## config.mk

```make
export PLATFORM = sky130hd
export DESIGN_NAME = spi_flash_responder
export DESIGN_NICKNAME = d
export VERILOG_FILES = /design/src/rtl/spi_flash_pkg.sv /design/src/rtl/spi_flash_sync.sv /design/src/rtl/spi_flash_responder.sv
export SDC_FILE = /design/constraint.sdc
export NUM_CORES = 1
export LEC_CHECK = 0
export BUFFER_PORTS_ARGS = -buffer_cell sky130_fd_sc_hd__buf_2
export CAP_MARGIN = 40
export CORE_ASPECT_RATIO = 1.1
export CORE_MARGIN = 2
export CORE_UTILIZATION = 62
export CTS_CLUSTER_DIAMETER = 50
export CTS_CLUSTER_SIZE = 16
export DETAILED_ROUTE_END_ITERATION = 16
export GPL_TIMING_DRIVEN = 1
export HOLD_SLACK_MARGIN = 0.15
export PLACE_DENSITY = 0.84
export SLEW_MARGIN = 30
export SYNTH_ARGS = -nofsm -noshare
export SYNTH_HDL_FRONTEND = slang
export SYNTH_SLANG_ARGS = --single-unit
export TNS_END_PERCENT = 5
```

## constraint.sdc

```tcl
create_clock -name clk -period 4.85 [get_ports clk]
set_input_delay 0.485 -clock clk [delete_from_list [all_inputs] [get_ports clk]]
set_output_delay 0.485 -clock clk [all_outputs]
set_load 0.02 [all_outputs]
```

## src/rtl/spi_flash_pkg.sv

```systemverilog
// Shared definitions for the SPI flash responder: opcodes, FSM states and pin-enable patterns.
package spi_flash_pkg;

    localparam logic [7:0] CMD_READ      = 8'h03;
    localparam logic [7:0] CMD_FAST_READ = 8'h0B;
    localparam logic [7:0] CMD_QUAD_READ = 8'h6B;

    localparam logic [3:0] OE_OFF    = 4'b0000;
    localparam logic [3:0] OE_SINGLE = 4'b0010;
    localparam logic [3:0] OE_QUAD   = 4'b1111;

    typedef enum logic [2:0] {
        IDLE,
        CMD,
        ADDR,
        DUMMY,
        DATA,
        IGNORE
    } state_t;

    function automatic logic is_read_cmd(input logic [7:0] op);
        return (op == CMD_READ) || (op == CMD_FAST_READ) || (op == CMD_QUAD_READ);
    endfunction

endpackage

```

## src/rtl/spi_flash_sync.sv

```systemverilog
// Brings the asynchronous SPI pins into the clk domain and turns SCLK/CS_n transitions
// into single-cycle registered pulses.
module spi_flash_sync (
    input  logic clk,
    input  logic reset,
    input  logic i_cs_n,
    input  logic i_sclk,
    input  logic i_mosi,
    output logic o_cs_n,
    output logic o_cs_fall,
    output logic o_sclk_rise,
    output logic o_sclk_fall,
    output logic o_mosi
);

    logic r_cs_meta, r_cs_sync, r_cs_prev;
    logic r_sclk_meta, r_sclk_sync, r_sclk_prev;
    logic r_mosi_meta, r_mosi_sync;
    logic r_cs_fall, r_rise, r_fall, r_mosi;

    // CS_n flops clear to 0 so a select already low at reset release never looks like a new falling edge.
    always_ff @(posedge clk or posedge reset) begin
        if (reset) begin
            r_cs_meta   <= 1'b0;
            r_cs_sync   <= 1'b0;
            r_cs_prev   <= 1'b0;
            r_sclk_meta <= 1'b0;
            r_sclk_sync <= 1'b0;
            r_sclk_prev <= 1'b0;
            r_mosi_meta <= 1'b0;
            r_mosi_sync <= 1'b0;
            r_cs_fall   <= 1'b0;
            r_rise      <= 1'b0;
            r_fall      <= 1'b0;
            r_mosi      <= 1'b0;
        end else begin
            r_cs_meta   <= i_cs_n;
            r_cs_sync   <= r_cs_meta;
            r_cs_prev   <= r_cs_sync;
            r_sclk_meta <= i_sclk;
            r_sclk_sync <= r_sclk_meta;
            r_sclk_prev <= r_sclk_sync;
            r_mosi_meta <= i_mosi;
            r_mosi_sync <= r_mosi_meta;
            r_cs_fall   <= r_cs_prev & ~r_cs_sync;
            r_rise      <= r_sclk_sync & ~r_sclk_prev;
            r_fall      <= ~r_sclk_sync & r_sclk_prev;
            r_mosi      <= r_mosi_sync;
        end
    end

    assign o_cs_n      = r_cs_sync;
    assign o_cs_fall   = r_cs_fall;
    assign o_sclk_rise = r_rise;
    assign o_sclk_fall = r_fall;
    assign o_mosi      = r_mosi;

endmodule

```

## src/rtl/spi_flash_responder.sv

```systemverilog
// SPI mode-0 flash responder: decodes 0x03/0x0B/0x6B and streams bytes from an attached
// synchronous byte memory on io[1] (single) or io[3:0] (quad).
module spi_flash_responder
    import spi_flash_pkg::*;
#(
    parameter int ADDR_W     = 12,
    parameter int DUMMY_CLKS = 8
) (
    input  logic              clk,
    input  logic              reset,
    input  logic              spi_cs_n,
    input  logic              spi_sclk,
    input  logic [3:0]        spi_in,
    output logic [3:0]        spi_out,
    output logic [3:0]        spi_oe,
    output logic              mem_rd,
    output logic [ADDR_W-1:0] mem_addr,
    input  logic [7:0]        mem_rdata,
    output logic              active
);

    localparam logic [5:0] LAST_DUMMY = 6'(DUMMY_CLKS - 1);

    logic        w_cs_n, w_cs_fall, w_rise, w_fall, w_mosi;
    logic        w_unused;
    logic [7:0]  w_opcode;
    logic [23:0] w_addr;
    logic [5:0]  w_last_unit;

    state_t      r_state;
    logic [5:0]  r_cnt;
    logic [6:0]  r_cmd_sh;
    logic [22:0] r_addr_sh;
    logic [7:0]  r_shift;
    logic        r_quad;
    logic        r_fast;
    logic        r_load;

    spi_flash_sync u_sync (
        .clk         (clk),
        .reset       (reset),
        .i_cs_n      (spi_cs_n),
        .i_sclk      (spi_sclk),
        .i_mosi      (spi_in[0]),
        .o_cs_n      (w_cs_n),
        .o_cs_fall   (w_cs_fall),
        .o_sclk_rise (w_rise),
        .o_sclk_fall (w_fall),
        .o_mosi      (w_mosi)
    );

    assign w_unused    = ^spi_in[3:1];
    assign w_opcode    = {r_cmd_sh, w_mosi};
    assign w_addr      = {r_addr_sh, w_mosi};
    assign w_last_unit = r_quad ? 6'd1 : 6'd7;

    // Serial shifters carry data only, so they need no reset.
    always_ff @(posedge clk) begin
        if (w_rise && r_state == CMD) begin
            r_cmd_sh <= w_opcode[6:0];
        end
        if (w_rise && r_state == ADDR) begin
            r_addr_sh <= w_addr[22:0];
        end
        if (r_load) begin
            r_shift <= mem_rdata;
        end else if (w_fall && r_state == DATA) begin
            r_shift <= r_quad ? {r_shift[3:0], 4'h0} : {r_shift[6:0], 1'b0};
        end
    end

    always_ff @(posedge clk or posedge reset) begin
        if (reset) begin
            r_state  <= IDLE;
            r_cnt    <= 6'd0;
            r_quad   <= 1'b0;
            r_fast   <= 1'b0;
            r_load   <= 1'b0;
            spi_out  <= 4'h0;
            spi_oe   <= OE_OFF;
            mem_rd   <= 1'b0;
            mem_addr <= '0;
            active   <= 1'b0;
        end else begin
            mem_rd <= 1'b0;
            r_load <= mem_rd;
            // A deselect overrides any SCLK edge arriving in the same cycle.
            if (w_cs_n) begin
                r_state <= IDLE;
                r_cnt   <= 6'd0;
                spi_out <= 4'h0;
                spi_oe  <= OE_OFF;
                active  <= 1'b0;
            end else begin
                case (r_state)
                    IDLE: begin
                        if (w_cs_fall) begin
                            r_state <= CMD;
                            r_cnt   <= 6'd0;
                        end
                    end
                    CMD: begin
                        if (w_rise) begin
                            if (r_cnt == 6'd7) begin
                                r_cnt   <= 6'd0;
                                r_quad  <= (w_opcode == CMD_QUAD_READ);
                                r_fast  <= (w_opcode == CMD_FAST_READ) || (w_opcode == CMD_QUAD_READ);
                                r_state <= is_read_cmd(w_opcode) ? ADDR : IGNORE;
                            end else begin
                                r_cnt <= r_cnt + 6'd1;
                            end
                        end
                    end
                    ADDR: begin
                        if (w_rise) begin
                            if (r_cnt == 6'd23) begin
                                r_cnt    <= 6'd0;
                                mem_addr <= w_addr[ADDR_W-1:0];
                                mem_rd   <= 1'b1;
                                if (r_fast && DUMMY_CLKS > 0) begin
                                    r_state <= DUMMY;
                                end else begin
                                    r_state <= DATA;
                                    active  <= 1'b1;
                                end
                            end else begin
                                r_cnt <= r_cnt + 6'd1;
                            end
                        end
                    end
                    DUMMY: begin
                        if (w_rise) begin
                            if (r_cnt == LAST_DUMMY) begin
                                r_cnt   <= 6'd0;
                                r_state <= DATA;
                                active  <= 1'b1;
                            end else begin
                                r_cnt <= r_cnt + 6'd1;
                            end
                        end
                    end
                    DATA: begin
                        // The fetch for the next byte launches as the last bit/nibble leaves.
                        if (w_fall) begin
                            spi_oe  <= r_quad ? OE_QUAD : OE_SINGLE;
                            spi_out <= r_quad ? r_shift[7:4] : {2'b00, r_shift[7], 1'b0};
                            if (r_cnt == w_last_unit) begin
                                r_cnt    <= 6'd0;
                                mem_addr <= mem_addr + ADDR_W'(1);
                                mem_rd   <= 1'b1;
                            end else begin
                                r_cnt <= r_cnt + 6'd1;
                            end
                        end
                    end
                    IGNORE: begin
                        r_state <= IGNORE;
                    end
                    default: begin
                        r_state <= IDLE;
                    end
                endcase
            end
        end
    end

endmodule

```

==> results.cfg, run 1 <==
[worst_setup_path]
critical_path.cell_chain = and4bb_1 > a2111oi_2 > buf_2 > nor2_1 > mux2_2
crit_slowest_cell = dfrtp_1
path_buf_inv = 1
cp_max_fo = 19
critPathKind = flop to flop
start_kind = flop
cp.arrival_ns = 2.65
max_stage_delay_ns = 0.68
cp.required_ns = 5.08
crit_path_end_kind = flop
cp_top_family = flip-flops

[placement]
place.gp.congestion = 0.874
dpl.hpwl_um = 4300
post-place-ws_ns = 2.45
io_buffers = 34

[floorplanning]
core-area_um2 = 5030
io-pin-count = 38
dieArea_um2 = 5860
start_util_pct = 64.8
die_w_um = 73.2
die_y_um = 80.1
rows = 27

[cts]
cts_tree = yes
post_cts.repair.setup_buffers = 0
post_cts_resized = 0
clk_pin_slew_ns = 0.08
numCtsBuffers = 9
ctsHoldBuffers = 0
cts_buffer_depth = 2
root_buffer = clkbuf_8
insertion_delay_ns = 0.35
cts.sinks = 70
cts-htree-levels = 3

[sta]
setup_slack_ns = 2.43
relSlewSlack_pct = 54.7
fin_skew_ns = 0.0103
drv_slew = 0
finalSetupViolations = 0
hold_viol = 0
grt_setup_unrepaired = false
tns_ns = 0
layout_worst_path_cycle_share_pct = 49.9
period_minus_slack_ns = 2.42
tightest_slew_ns = 0.680
fmax_ghz = 0.413

[drt]
wl_met1_um = 2890
firstDrtPassIters = 5
wl_per_cell_um = 16.3
topRoutingLayerUsed = met4
dr.first_iter.drc_count = 179
post-route-drc-count = 0
viasPerCell = 6.28
route.met2.wl_um = 2980
vias = 2431
finalWirelength_um = 6330
postRouteAntennaNets = 0
routed-wl-met3_um = 371

[pwr]
p_int_uw = 947
cellPowerDensity_nw_per_um2 = 361
p_leak_nw = 1.49
p_switching_uw = 367
switching_share_pct = 27.9
power.share.combinational_pct = 12.8
seqPwrFrac_pct = 52.0
clockPowerShare_pct = 35.3
peakVddDrop_mv = 0.367

[global_routing]
grt_usage_pct = 24.2
grt_max_degree = 45
grt_pass1_wl_um = 10600
grt_pass1_vias = 2185
grt_overflow = 0
antenna_found_initial = 0

[synth]
ys_async_sr_fraction_pct = 62.9
synth_cell_type_count = 62
ys_warn_count = 0
syn_inst = 290
synth_edf_count = 26
synthesis.nets = 308
synth_ff_type = dfrtp_1
syn_area_um2 = 3260
synth.avg_cell_area_um2 = 11.2
ys_ff_latch = 70
ys_seq_area_share_pct = 57.7

[finish]
area_delta_synth_final_pct = 11.5
regArea_um2 = 1880
drive_gt1_share_pct = 20.7
diodes = 0
nNetsFinal = 342
multi_input_area_um2 = 1260
final.fill_count = 354

[outcome]
outcome = finished clean

[hold_path]
hold_class = primary input to flop

[job]
drv_cap = 0
flip-flops by register name (all words and copies together), names as in the netlist, 2 cells and up:
register / flops
spi_out: 4
r_state: 3
r_addr_sh: 11
spi_oe: 2
r_shift: 8
r_cnt: 6
r_cmd_sh: 7
mem_addr: 12
metal layers:
| layer | global-route usage [%] | vias up |
|---|---|---|
| li1 | - | 1143 |
| met1 | 34.8 | 1194 |
| met2 | 34.4 | 83 |
| met3 | 6.02 | 11 |
| met4 | 11.5 | 0 |
| met5 | 0 | - |
stage by stage:
stage	std cells	power, mW	hold WS, ns	cell area, um^2	util [%]
after floorplan	290	0.831	0.331	3260	-
after global placement	369	0.849	0.333	3430	68.1
after detailed placement	370	0.859	0.338	3430	68.2
after CTS	386	1.32	0.230	3630	72.1
after global routing	387	1.37	0.221	3640	72.3
final	387	1.31	0.240	3640	72.3
placed cells by master (no fill, tap or decap), drive strengths merged, types with 2 or more instances in the layout:
cell type and n:
edfxtp 26, clkinvlp 4, nor2b 8, a22o 3, and4bb 2, and3 2, o2111ai 3, nor4b 2
a211oi 5, o211ai 6, nand2 32, nand4 6, mux2i 7, a221oi 2, o31a 2, and2 2
a21o 3, inv 5, and3b 3, ha 2, buf 37, nand2b 4, nor4 2, nand3 10
dfrtp 44, a21oi 13, nor2 26, or2 2, clkinv 3, nor3b 6, clkbuf 10, o21ai 22
o22ai 2, nor3 5
worst reg2reg max path: cells and delay by family, from the launching register on:
kind	cells	cell delay [ns]
AOI/OAI and AO/OA	1	0.58
DFF	1	0.68
and+or+nand+nor	2	0.48
muxes	1	0.27
buffers and inverters	1	0.29
area by class of cell:
| cell class | count | share of cell area (%) |
|---|---|---|
| Clock buffer | 9 | 3.41 |
| Clock inverter | 7 | 2.03 |
| Inverter | 6 | 0.757 |
| Multi-Input combinational cell | 199 | 34.6 |
| Sequential cell | 70 | 51.7 |
| Tap cell | 58 | 2.00 |
| Timing Repair Buffer | 38 | 5.44 |
Yosys cell counts, types with 4 or more instances:
library cell  number  area [um^2]
o211ai_1           5         37.5
edfxtp_1          26          781
mux2i_1            7         70.1
nor3_1             5         25.0
nand2b_1           4         25.0
nor2_1            25         93.8
dfrtp_1           44         1100
inv_1              5         18.8
clkbuf_1           6         22.5
nor3b_1            4         30.0
nand3_1           10         50.1
o21ai_0           21          105
a21oi_1           13         65.1
nand2_1           32          120
a211oi_1           5         37.5
nor2b_1            8         50.1
nand4_1            6         37.5
power by group through the flow:
| stage | clock (mW) | combinational, mW | sequential, mW |
|---|---|---|---|
| floorplan | 0 | 0.164 | 0.667 |
| global placement | 0 | 0.158 | 0.692 |
| detailed placement | 0 | 0.164 | 0.694 |
| CTS | 0.473 | 0.164 | 0.682 |
| global route | 0.497 | 0.188 | 0.688 |
| finish | 0.463 | 0.168 | 0.683 |
logic make-up (layout without fill, tap and decap cells):
group	Yosys count	in the layout	share of synthesized area, %
muxes	8	8	2.49
buffers and inverters	21	60	3.68
AOI/OAI and AO/OA	71	71	15.3
adders and majority gates	2	2	0.767
xor gates and xnor gates	1	1	0.269
DFF	70	70	57.7
and+or+nand+nor	117	117	19.8
final timing paths:
path                                    start  slack (ns)                  to  cells past startpoint
setup reg to reg                   r_state[0]        2.43            r_cnt[0]                      5
setup / recovery                   r_state[0]        2.43            r_cnt[0]                      5
hold / removal                       spi_cs_n        0.24    u_sync.r_cs_meta                      1
min in group asynchronous               reset        0.25       u_sync.o_cs_n                      3
hold reg to reg            u_sync.r_sclk_meta        0.36  u_sync.r_sclk_sync                      0
max in group asynchronous               reset        4.22          spi_out[0]                      3
(Power assumes the default switching activity.)
==> inputs of run 2 (changes only) <==
ABC_AREA = 1   (was default)
CORE_UTILIZATION = 53   (was 62)
PLACE_DENSITY = 0.76   (was 0.84)
clock period = 2.2 ns   (was 4.85 ns; I/O delays follow)
==> results.cfg, run 2 <==
[outcome]
outcome = finished clean

[cts]
clk_pin_slew_ns = 0.08
post_cts_resized = 0
cts_buffer_depth = 2
numCtsBuffers = 9
root_buffer = clkbuf_8
cts-htree-levels = 3
cts.sinks = 70
cts_tree = yes
insertion_delay_ns = 0.34
post_cts.repair.setup_buffers = 0

[finish]
largest_reg_flops = 12
mostFrequentLayoutCells = nand2_1 (121), dfrtp_1 (44), nand3_1 (40)
final_cell_area_um2 = 3960
area_delta_synth_final_pct = 13.8
diodes = 0
drive_gt1_share_pct = 19.2
final_cells = 538
nNetsFinal = 471
largest-register = mem_addr
top_regs = mem_addr: 12 flops, r_addr_sh: 11 flops, r_shift: 8 flops
final_common_cell = nand2_1

[floorplanning]
start_util_pct = 55.5
die_y_um = 89.0
core-area_um2 = 6270
dieArea_um2 = 7230
die_w_um = 81.2
io-pin-count = 38
rows = 30

[synth]
ys_warn_count = 0
synth_most_common_cell = nand2_1
synth_edf_count = 26
ys_ff_latch = 70
synthesis.nets = 423
synth_area_leaders = dfrtp_1 (32%), edfxtp_1 (22%), nand2_1 (13%)
synth_ff_type = dfrtp_1
ys_seq_area_share_pct = 54.1
synth_top_area_cell = dfrtp_1
synth.top_cell.area_share_pct = 31.7
syn_inst = 405
synth_commonest_cells = nand2_1 (121), dfrtp_1 (44), nand3_1 (40)
syn_area_um2 = 3480
ys_async_sr_fraction_pct = 62.9
synth_cell_type_count = 38
synth.avg_cell_area_um2 = 8.59

[drt]
wl_per_cell_um = 12.5
dr.first_iter.drc_count = 154
viasPerCell = 5.16
postRouteAntennaNets = 0
post-route-drc-count = 0
finalWirelength_um = 6710
firstDrtPassIters = 4
vias = 2776

[job]
drv_cap = 0

[placement]
dpl-instance-area_um2 = 3720
io_buffers = 34
place.gp.congestion = 0.902
dpl.hpwl_um = 4810
dpl.cell_count = 515

[global_routing]
antenna_found_initial = 0
grtUsageMet2_pct = 32.6
grt_usage_pct = 20.3
grt_max_degree = 25
grt_use_met1_pct = 27.3
grt_pass1_vias = 2533
grt_busiest_layer = met2
gr-usage-met3_pct = 4.85
grt_pass1_wl_um = 11200
grt_overflow = 0

[worst_setup_path]
cp.arrival_ns = 2.14
start_kind = flop
critPathKind = flop to flop
worst-r2r-setup-slack_ns = 0.35
crit_path_end_kind = flop
r2r_end = mem_addr[7]
rr_worst_depth = 11
cp.required_ns = 2.49
reg2reg_from = r_cnt[0]
cp_max_fo = 8

[hold_path]
min_from = mem_rdata[3]
hold-path-endpoint = r_shift[3]
holdPathStages = 3
hold_class = primary input to flop

[sta]
grt_setup_unrepaired = false
relSlewSlack_pct = 72.8
layout_worst_path_cycle_share_pct = 84.1
hold_viol = 0
tightest_slew_ns = 0.408
drv_slew = 0
finalSetupViolations = 0
fin_skew_ns = 0.00618
tns_ns = 0
period_minus_slack_ns = 1.85
fmax_ghz = 0.540

[pwr]
cellPowerDensity_nw_per_um2 = 932
peakVddDrop_mv = 0.692
power_mw = 3.69
p_leak_nw = 1.93
==> run 2: per-layer routing <==
metal	wire length [um]	part of all wire (%)
met2	3110	46
met4	97	1.4
met5	0	0
met3	298	4.4
met1	3210	48
==> run 2: what timing repair did <==
action                                 4_1_cts  5_1_grt
hold buffers                                 7        0
setup endpoints to repair                    0        0
endpoints found under the hold margin       50        0
==> run 2: cell type report <==
type                       instances  area, um^2
timing repair buffer              46         278
sequential                        70        1880
fill                             528        2310
inverter                          45         173
tap                               80         100
multi-input combinational        281        1350
clock inverter                     7        50.0
clock buffer                       9         124
==> run 2: worst max-delay path by stage <==
stage / end / cells past startpoint / startpoint / slack [ns]
global route: mem_addr[8] / 11 / r_cnt[0] / 0.12
CTS: mem_addr[7] / 11 / r_cnt[0] / 0.37
detailed placement: mem_addr[7] / 11 / r_cnt[0] / 0.39
floorplan: r_addr_sh[0] / 4 / r_state[2] / 0.30
finish: mem_addr[7] / 11 / r_cnt[0] / 0.35
global placement: mem_addr[5] / 11 / r_cnt[0] / 0.42
==> run 2: cell families (layout without fill, tap and decap cells) <==
group / count (synthesis) / count (layout) / share of synthesized area [%]
AOI/OAI and AO/OA: 47 / 47 / 7.77
xor gates and xnor gates: 1 / 1 / 0.252
adders and majority gates: 2 / 2 / 0.719
buffers and inverters: 54 / 107 / 6.98
DFF: 70 / 70 / 54.1
muxes: 1 / 1 / 0.288
and+or+nand+nor: 230 / 230 / 29.9
==> run 2: metrics by stage <==
step	setup WS (ns)	util [%]	hold WS, ns
3_5_place_dp	0.392	59.3	0.0809
3_3_place_gp	0.416	59.3	0.0805
5_1_grt	0.121	63.2	0.171
2_1_floorplan	0.303	-	0.251
4_1_cts	0.371	63.2	0.165
6_report	0.349	63.2	0.168
==> run 2: power breakdown <==
group	switching, mW	internal [mW]
clock network	0.507	0.410
registers	0.215	1.51
logic	0.672	0.375
==> run 2: worst max-delay path, stage by stage (launching register included) <==
cell	delay (ns)
dfrtp_1	0.42
ha_1	0.20
nand2_1	0.10
nor2_2	0.17
nand2_1	0.11
nand2_2	0.09
nand2_2	0.06
inv_2	0.07
nand2_1	0.07
nor2_2	0.33
nand2_1	0.10
nand2_1	0.08
